[config.mk]
export PLATFORM = sky130hd
export DESIGN_NAME = spi_wb_master_flat
export DESIGN_NICKNAME = d
export VERILOG_FILES = /design/src/rtl/spi_wb_master_if.sv /design/src/rtl/spi_wb_master.sv /design/src/flat_wrapper.sv
export SDC_FILE = /design/constraint.sdc
export NUM_CORES = 1
export LEC_CHECK = 0
export ABC_AREA = 1
export BUFFER_PORTS_ARGS = -buffer_cell sky130_fd_sc_hd__buf_4
export CORE_MARGIN = 2
export CORE_UTILIZATION = 38
export DETAILED_ROUTE_END_ITERATION = 8
export PLACE_DENSITY = 0.61
export SYNTH_ARGS = -nofsm -noshare
export SYNTH_HDL_FRONTEND = slang
export SYNTH_SLANG_ARGS = --single-unit
[constraint.sdc]
create_clock -name clk -period 1.7 [get_ports clk]
set_input_delay 0.17 -clock clk [delete_from_list [all_inputs] [get_ports clk]]
set_output_delay 0.17 -clock clk [all_outputs]
set_load 0.03 [all_outputs]
[src/rtl/spi_wb_master_if.sv]
// Wishbone bus between the SPI bridge (master) and register peripherals (slave).
// Signal names are from the master's point of view:
//   wb_adr_o/wb_dat_o/wb_we_o/wb_sel_o/wb_stb_o/wb_cyc_o : master -> slave
//   wb_dat_i/wb_ack_i/wb_err_i                           : slave  -> master
interface spi_wb_master_if #(
  parameter int DATA_WIDTH   = 32,
  parameter int ADDR_WIDTH   = 32,
  parameter int SELECT_WIDTH = DATA_WIDTH / 8
);
  logic [ADDR_WIDTH-1:0]   wb_adr_o;
  logic [DATA_WIDTH-1:0]   wb_dat_o;
  logic [DATA_WIDTH-1:0]   wb_dat_i;
  logic                    wb_we_o;
  logic [SELECT_WIDTH-1:0] wb_sel_o;
  logic                    wb_stb_o;
  logic                    wb_cyc_o;
  logic                    wb_ack_i;
  logic                    wb_err_i;

  modport master (
    output wb_adr_o, wb_dat_o, wb_we_o, wb_sel_o, wb_stb_o, wb_cyc_o,
    input  wb_dat_i, wb_ack_i, wb_err_i
  );

  modport slave (
    input  wb_adr_o, wb_dat_o, wb_we_o, wb_sel_o, wb_stb_o, wb_cyc_o,
    output wb_dat_i, wb_ack_i, wb_err_i
  );
endinterface

[src/rtl/spi_wb_master.sv]
// SPI-slave (mode 0) to Wishbone-master bridge. The SPI pins are oversampled
// on clk; each frame becomes at most one single 32-bit Wishbone cycle.
// Ports:
//   clk, rst_n      system clock, asynchronous active-low reset
//   spi_sclk_i      SPI clock from host
//   spi_cs_n_i      SPI chip select, active-low
//   spi_mosi_i      host-to-bridge data, MSB first
//   spi_miso_o      bridge-to-host data, MSB first, 0 while cs is high
//   wb              Wishbone master port
//
// state | meaning
// IDLE  | waiting for cs fall
// CMD   | shifting in command byte, status byte goes out on miso
// ADDR  | shifting in 32-bit address
// WDATA | shifting in 32-bit write data
// WB_WR | write cycle on the bus, waiting for it to terminate
// DUMMY | read cycle issued, host clocks a dummy byte
// RDATA | shifting read data out on miso
// DRAIN | frame done or ignored, waiting for cs rise
module spi_wb_master #(
  parameter int DATA_WIDTH   = 32,
  parameter int ADDR_WIDTH   = 32,
  parameter int SELECT_WIDTH = DATA_WIDTH / 8,
  parameter int TIMEOUT      = 255
) (
  input  logic              clk,
  input  logic              rst_n,
  input  logic              spi_sclk_i,
  input  logic              spi_cs_n_i,
  input  logic              spi_mosi_i,
  output logic              spi_miso_o,
  spi_wb_master_if.master   wb
);
  localparam logic [7:0]            CMD_WR   = 8'h01;
  localparam logic [7:0]            CMD_RD   = 8'h02;
  localparam logic [DATA_WIDTH-1:0] BAD_DATA = 32'hDEADBEEF;
  localparam int                    TW       = $clog2(TIMEOUT + 1);

  typedef enum logic [2:0] {IDLE, CMD, ADDR, WDATA, WB_WR, DUMMY, RDATA, DRAIN} state_t;
  state_t state_q, state_d;

  logic [1:0] sclk_sync_q, cs_sync_q, mosi_sync_q;
  logic       sclk_prev_q, cs_prev_q;
  logic       sclk_rise, sclk_fall, cs_fall, cs_rise;

  logic [5:0]            bit_cnt_q;
  logic [5:0]            bits_last;
  logic                  last_bit;
  logic [DATA_WIDTH-1:0] rx_q, rx_d;
  logic [DATA_WIDTH-1:0] tx_q;
  logic                  cmd_wr_q;
  logic                  start_cyc;

  logic [ADDR_WIDTH-1:0] adr_q;
  logic [DATA_WIDTH-1:0] dat_q, rdata_q;
  logic                  stb_q, we_q, err_q, rd_done_q;
  logic [TW-1:0]         tmr_q;
  logic                  wb_end, wb_fail, late_rd, status_load;

  // cs syncs reset to "deselected" so leaving reset never looks like a cs fall
  always_ff @(posedge clk or negedge rst_n) begin
    if (!rst_n) begin
      sclk_sync_q <= 2'b00;
      cs_sync_q   <= 2'b11;
      mosi_sync_q <= 2'b00;
      sclk_prev_q <= 1'b0;
      cs_prev_q   <= 1'b1;
    end else begin
      sclk_sync_q <= {sclk_sync_q[0], spi_sclk_i};
      cs_sync_q   <= {cs_sync_q[0], spi_cs_n_i};
      mosi_sync_q <= {mosi_sync_q[0], spi_mosi_i};
      sclk_prev_q <= sclk_sync_q[1];
      cs_prev_q   <= cs_sync_q[1];
    end
  end

  assign sclk_rise = sclk_sync_q[1] & ~sclk_prev_q;
  assign sclk_fall = ~sclk_sync_q[1] & sclk_prev_q;
  assign cs_fall   = ~cs_sync_q[1] & cs_prev_q;
  assign cs_rise   = cs_sync_q[1] & ~cs_prev_q;
  assign rx_d      = {rx_q[DATA_WIDTH-2:0], mosi_sync_q[1]};

  always_ff @(posedge clk or negedge rst_n) begin
    if (!rst_n) state_q <= IDLE;
    else        state_q <= state_d;
  end

  always_comb begin
    state_d   = state_q;
    start_cyc = 1'b0;
    bits_last = ((state_q == CMD) || (state_q == DUMMY)) ? 6'd7 : 6'd31;
    last_bit  = sclk_rise && (bit_cnt_q == bits_last);
    case (state_q)
      IDLE:  if (cs_fall) state_d = CMD;
      CMD:   if (last_bit) begin
               // a command arriving while a cycle is still running is a NOP
               if (((rx_d[7:0] == CMD_WR) || (rx_d[7:0] == CMD_RD)) && !stb_q) state_d = ADDR;
               else state_d = DRAIN;
             end
      ADDR:  if (last_bit) begin
               if (cmd_wr_q) state_d = WDATA;
               else begin
                 state_d   = DUMMY;
                 start_cyc = 1'b1;
               end
             end
      WDATA: if (last_bit) begin
               state_d   = WB_WR;
               start_cyc = 1'b1;
             end
      WB_WR: if (!stb_q) state_d = DRAIN;
      DUMMY: if (last_bit) state_d = RDATA;
      RDATA: if (last_bit) state_d = DRAIN;
      DRAIN: state_d = DRAIN;
      default: state_d = IDLE;
    endcase
    if (cs_rise) state_d = IDLE;
  end

  assign wb_end      = stb_q && (wb.wb_ack_i || wb.wb_err_i || (tmr_q == '0));
  assign wb_fail     = stb_q && !wb.wb_ack_i && (wb.wb_err_i || (tmr_q == '0));
  // first sclk fall of RDATA is when the MSB must be on miso
  assign late_rd     = sclk_fall && (state_q == RDATA) && (bit_cnt_q == 6'd0);
  assign status_load = (state_q == IDLE) && cs_fall;

  always_ff @(posedge clk or negedge rst_n) begin
    if (!rst_n) begin
      bit_cnt_q <= '0;
      rx_q      <= '0;
      tx_q      <= '0;
      cmd_wr_q  <= 1'b0;
      adr_q     <= '0;
      dat_q     <= '0;
      rdata_q   <= '0;
      stb_q     <= 1'b0;
      we_q      <= 1'b0;
      err_q     <= 1'b0;
      rd_done_q <= 1'b0;
      tmr_q     <= '0;
    end else begin
      if (state_d != state_q) bit_cnt_q <= '0;
      else if (sclk_rise)     bit_cnt_q <= bit_cnt_q + 6'd1;
      if (sclk_rise) rx_q <= rx_d;
      if ((state_q == CMD) && last_bit)   cmd_wr_q <= (rx_d[7:0] == CMD_WR);
      if ((state_q == ADDR) && last_bit)  adr_q    <= rx_d;
      if ((state_q == WDATA) && last_bit) dat_q    <= rx_d;

      if (status_load)
        tx_q <= {6'b0, stb_q, err_q, 24'h0};
      else if (late_rd)
        tx_q <= rd_done_q ? rdata_q : BAD_DATA;
      else if (sclk_fall)
        tx_q <= {tx_q[DATA_WIDTH-2:0], 1'b0};

      // a new error wins over clearing the one just reported
      if (wb_fail || (late_rd && !rd_done_q)) err_q <= 1'b1;
      else if (status_load)                   err_q <= 1'b0;

      if (start_cyc) begin
        stb_q     <= 1'b1;
        we_q      <= (state_q == WDATA);
        tmr_q     <= TW'(TIMEOUT - 1);
        rd_done_q <= 1'b0;
      end else if (wb_end) begin
        stb_q <= 1'b0;
        we_q  <= 1'b0;
        if (!we_q) begin
          rd_done_q <= 1'b1;
          rdata_q   <= wb.wb_ack_i ? wb.wb_dat_i : BAD_DATA;
        end
      end else if (stb_q) begin
        tmr_q <= tmr_q - TW'(1);
      end
    end
  end

  assign spi_miso_o  = ~spi_cs_n_i & (state_q != IDLE) & tx_q[DATA_WIDTH-1];
  assign wb.wb_adr_o = adr_q;
  assign wb.wb_dat_o = dat_q;
  assign wb.wb_we_o  = we_q;
  assign wb.wb_sel_o = {SELECT_WIDTH{stb_q}};
  assign wb.wb_stb_o = stb_q;
  assign wb.wb_cyc_o = stb_q;
endmodule

[src/flat_wrapper.sv]
// flat-port wrapper written by rule: the top's interface ports become plain ports
module spi_wb_master_flat 
#(
  parameter int DATA_WIDTH   = 32,
  parameter int ADDR_WIDTH   = 32,
  parameter int SELECT_WIDTH = DATA_WIDTH / 8,
  parameter int TIMEOUT      = 255
)
  (clk, rst_n, spi_sclk_i, spi_cs_n_i, spi_mosi_i, spi_miso_o, wb_wb_adr_o, wb_wb_dat_o, wb_wb_we_o, wb_wb_sel_o, wb_wb_stb_o, wb_wb_cyc_o, wb_wb_dat_i, wb_wb_ack_i, wb_wb_err_i);
  spi_wb_master_if #(.DATA_WIDTH(DATA_WIDTH), .ADDR_WIDTH(ADDR_WIDTH), .SELECT_WIDTH(SELECT_WIDTH)) wb_i ();
  input  logic clk;
  input  logic rst_n;
  input  logic spi_sclk_i;
  input  logic spi_cs_n_i;
  input  logic spi_mosi_i;
  output logic spi_miso_o;
  output wire logic [$bits(wb_i.wb_adr_o)-1:0] wb_wb_adr_o;
  output wire logic [$bits(wb_i.wb_dat_o)-1:0] wb_wb_dat_o;
  output wire logic [$bits(wb_i.wb_we_o)-1:0] wb_wb_we_o;
  output wire logic [$bits(wb_i.wb_sel_o)-1:0] wb_wb_sel_o;
  output wire logic [$bits(wb_i.wb_stb_o)-1:0] wb_wb_stb_o;
  output wire logic [$bits(wb_i.wb_cyc_o)-1:0] wb_wb_cyc_o;
  input wire logic [$bits(wb_i.wb_dat_i)-1:0] wb_wb_dat_i;
  input wire logic [$bits(wb_i.wb_ack_i)-1:0] wb_wb_ack_i;
  input wire logic [$bits(wb_i.wb_err_i)-1:0] wb_wb_err_i;
  assign wb_wb_adr_o = wb_i.wb_adr_o;
  assign wb_wb_dat_o = wb_i.wb_dat_o;
  assign wb_wb_we_o = wb_i.wb_we_o;
  assign wb_wb_sel_o = wb_i.wb_sel_o;
  assign wb_wb_stb_o = wb_i.wb_stb_o;
  assign wb_wb_cyc_o = wb_i.wb_cyc_o;
  assign wb_i.wb_dat_i = wb_wb_dat_i;
  assign wb_i.wb_ack_i = wb_wb_ack_i;
  assign wb_i.wb_err_i = wb_wb_err_i;
  spi_wb_master #(.DATA_WIDTH(DATA_WIDTH), .ADDR_WIDTH(ADDR_WIDTH), .SELECT_WIDTH(SELECT_WIDTH), .TIMEOUT(TIMEOUT)) u_core (.clk(clk), .rst_n(rst_n), .spi_sclk_i(spi_sclk_i), .spi_cs_n_i(spi_cs_n_i), .spi_mosi_i(spi_mosi_i), .spi_miso_o(spi_miso_o), .wb(wb_i));
endmodule
==> out/results.txt <==
Internal: 7070 uW
first-pass GRT wire length: 32.2 mm
power per cell area: 868 nW/um^2
Worst Hold Class: primary input to register
Avg Inst Size Synth: 9.22 um^2
Synth Net Count: 924
worst path required time: 2010 ps
clock latency on the worst-skew pair: 440 ps
DRC: 0
Worst Setup Path Type: register to register
Worst EP arrival: 2150 ps
drt first-iter violations: 437
Critical Path Sink: u_core.rdata_q[11]$_DFFE_PN0P_
Die Span X: 150 um
Worst-path clk slew: 70 ps
initial antenna violation count: 0
All-Layer GR Usage: 18.0%
Worst Max-Slew Pin Slew: 577 ps
largest net degree at the start of global routing: 65
wire per inst: 14.4 um
Leak: 0.00528 uW
FF-to-FF path depth: 11
final net count: 1,116
final core utilization: 53.1%
Switching Fraction: 27.1%
initial core utilization: 38.6%
post-synth design cell area: 8120 um^2
P&R area growth vs syn: 37.6%
final setup vio count: 62
RSZ-0062 raised after global routing: true
Post-Synthesis Cells: 881
fraction of layout cells with a size suffix above 1: 29.8%
Pre-Repair DR Iteration Count: 4
final WL: 19.7 mm
Antenna Cells: 0
critical path launch point type: register
most frequent cells in the layout: dfrtp_1 (183), nand2_1 (180), buf_4 (161)
routability cong.: 0.836
Highest Clock Rate: 544 MHz
total of max-cap violations: 0
dpl hpwl: 12.7 mm
CP startpoint: u_core.state_q[0]$_DFF_PN0_
crit path max fanout: 9
failing checks: negative setup slack
FP Rows: 53
CORE AREA: 21,000 um^2
clk_skew: 14.8 ps
Die H: 150 um
GR Overflow Total: 0
htree depth: 4
Num CTS Buffers: 17
post-route worst setup slack: -138 ps
combinational power share: 8.9%
Max-slew headroom: 61.5%
register area share after synthesis: 58.3%
vias in the first global route: 6,268
port bufs: 110
die area: 22,600 um^2
RR Endpoint: u_core.rdata_q[11]$_DFFE_PN0P_
net switching power: 2630 uW
final worst path period share: 108%
Synth cell types: 41
Synth warnings: 0
Via Count: 6,556
FF-to-FF Start: u_core.state_q[0]$_DFF_PN0_
outcome: finished with violations
final hold vios: 0
Clock Root Buffer: clkbuf_16
Sum Neg Setup Slack: -5420 ps
flop2flop setup slack: -140 ps
Flop pwr share: 48.7%
minimum clock period: 1840 ps
Post-Place Setup Slack: -109 ps
deepest clock path buffer count: 2
Clock power frac: 42.3%
Crit. End Element: register
Peak supply drop: 0.701 mV
Slew Viols, Final: 0
num ports: 111
post-DR vias/cell: 4.82
most common cell after layout, fill and taps aside: dfrtp_1
# clock sinks: 189
CTS tree: yes
Post-DRT Antenna Nets: 0
FF+latch count, synth: 189
-- synthesized netlist by cell type, drive strengths merged --
master | number | area [um^2]
nand2 | 198 | 796
inv | 101 | 379
dfrtp | 186 | 4650
xnor2 | 1 | 8.76
nor3 | 7 | 46.3
a31oi | 7 | 43.8
o31ai | 1 | 7.51
a21oi | 49 | 257
o21bai | 1 | 11.3
nor4 | 1 | 6.26
a21o | 1 | 7.51
o22ai | 10 | 119
buf | 34 | 218
nand3b | 1 | 7.51
ha | 4 | 50.1
xor2 | 6 | 52.6
o21ai | 180 | 905
o221ai | 1 | 8.76
dfstp | 3 | 78.8
clkbuf | 18 | 70.1
nand4 | 3 | 25.0
o211ai | 3 | 22.5
nand3 | 21 | 133
nor2 | 44 | 215
-- through the flow --
step | hold slack (ps) | total power (uW) | cell area [um^2] | cells
after global placement | 114 | 5520 | 9660 | 1278
after CTS | 13.0 | 9750 | 10900 | 1349
after detailed placement | 120 | 5530 | 9660 | 1278
final | 26.7 | 9690 | 11200 | 1361
after global routing | 33.4 | 10100 | 11200 | 1361
after floorplan | -126 | 5150 | 8120 | 881
-- kinds of logic after synthesis --
logic type	after synthesis	share of synthesized area, %
XOR/XNOR	7	0.755
adder cells (fa/ha/maj)	4	0.616
AND/OR/NAND/NOR	275	15.1
buffers and inverters	153	8.21
flip-flops	189	58.3
AO/OA/AOI/OAI	253	17.0
-- cell type report --
cell class / count / area (um^2)
clock buffer: 17 / 425
fill: 1843 / 9850
inverter: 101 / 394
multi-input combinational: 539 / 2920
tap: 275 / 344
clock inverter: 15 / 209
sequential: 189 / 4740
timing repair buffer: 225 / 2140
-- worst min path at each step --
stage	from	end	depth (start not counted)	slack, ps
after global placement	rst_n	u_core.wb.wb_adr_o[27]$_DFFE_PN0P_	1	110
after global routing	wb_wb_dat_i[14]	u_core.rdata_q[14]$_DFFE_PN0P_	3	30
after floorplan	rst_n	u_core.bit_cnt_q[0]$_DFFE_PN0P_	0	-130
after CTS	wb_wb_dat_i[4]	u_core.rdata_q[4]$_DFFE_PN0P_	3	10
final	wb_wb_dat_i[17]	u_core.rdata_q[17]$_DFFE_PN0P_	3	30
after detailed placement	rst_n	u_core.wb.wb_adr_o[27]$_DFFE_PN0P_	1	120
-- what timing repair did --
item / CTS / global route
gates resized for setup: 74 / 34
hold buffers: 28 / 0
setup endpoints to repair: 99 / 125
pin swaps: 5 / 6
buffers inserted: 8 / 10
hold endpoints to repair: 65 / 0
cloned: 4 / 3
-- registers in the layout, summed over array words and instances (netlist names), 2 cells and up --
name	flops
u_core.rdata_q	32
u_core.rx_q	31
u_core.bit_cnt_q	6
u_core.sclk_sync_q	2
u_core.tx_q	32
u_core.mosi_sync_q	2
u_core.state_q	3
u_core.cs_sync_q	2
u_core.tmr_q	8
u_core.wb.wb_adr_o	32
u_core.wb.wb_dat_o	32
-- power groups by stage --
stage	sequential, uW	clock, uW	combinational (uW)
2_1_floorplan	4790	0	360
3_3_place_gp	4800	0	717
3_5_place_dp	4810	0	726
4_1_cts	4720	4210	821
5_1_grt	4740	4390	975
6_report	4720	4100	865
-- routing by layer --
metal / track usage, % / wire length [um] / up-vias
met3: 3.24 / 659 / 23
met2: 26.8 / 8970 / 119
met5: 0 / 0 / -
li1: - / - / 3256
met4: 5.80 / 309 / 0
met1: 26.6 / 9720 / 3158
-- critical path: stages (launching register included) --
cell and delay, ps:
dfrtp_2 470, inv_4 100, nor2_2 50, nand2_2 70, nand2_4 80, nand3_2 100, inv_2 50, a21oi_4 200
nand3_4 130, inv_6 120, bufbuf_16 280, o21ai_1 60
Power figures use the tool's default switching activity.
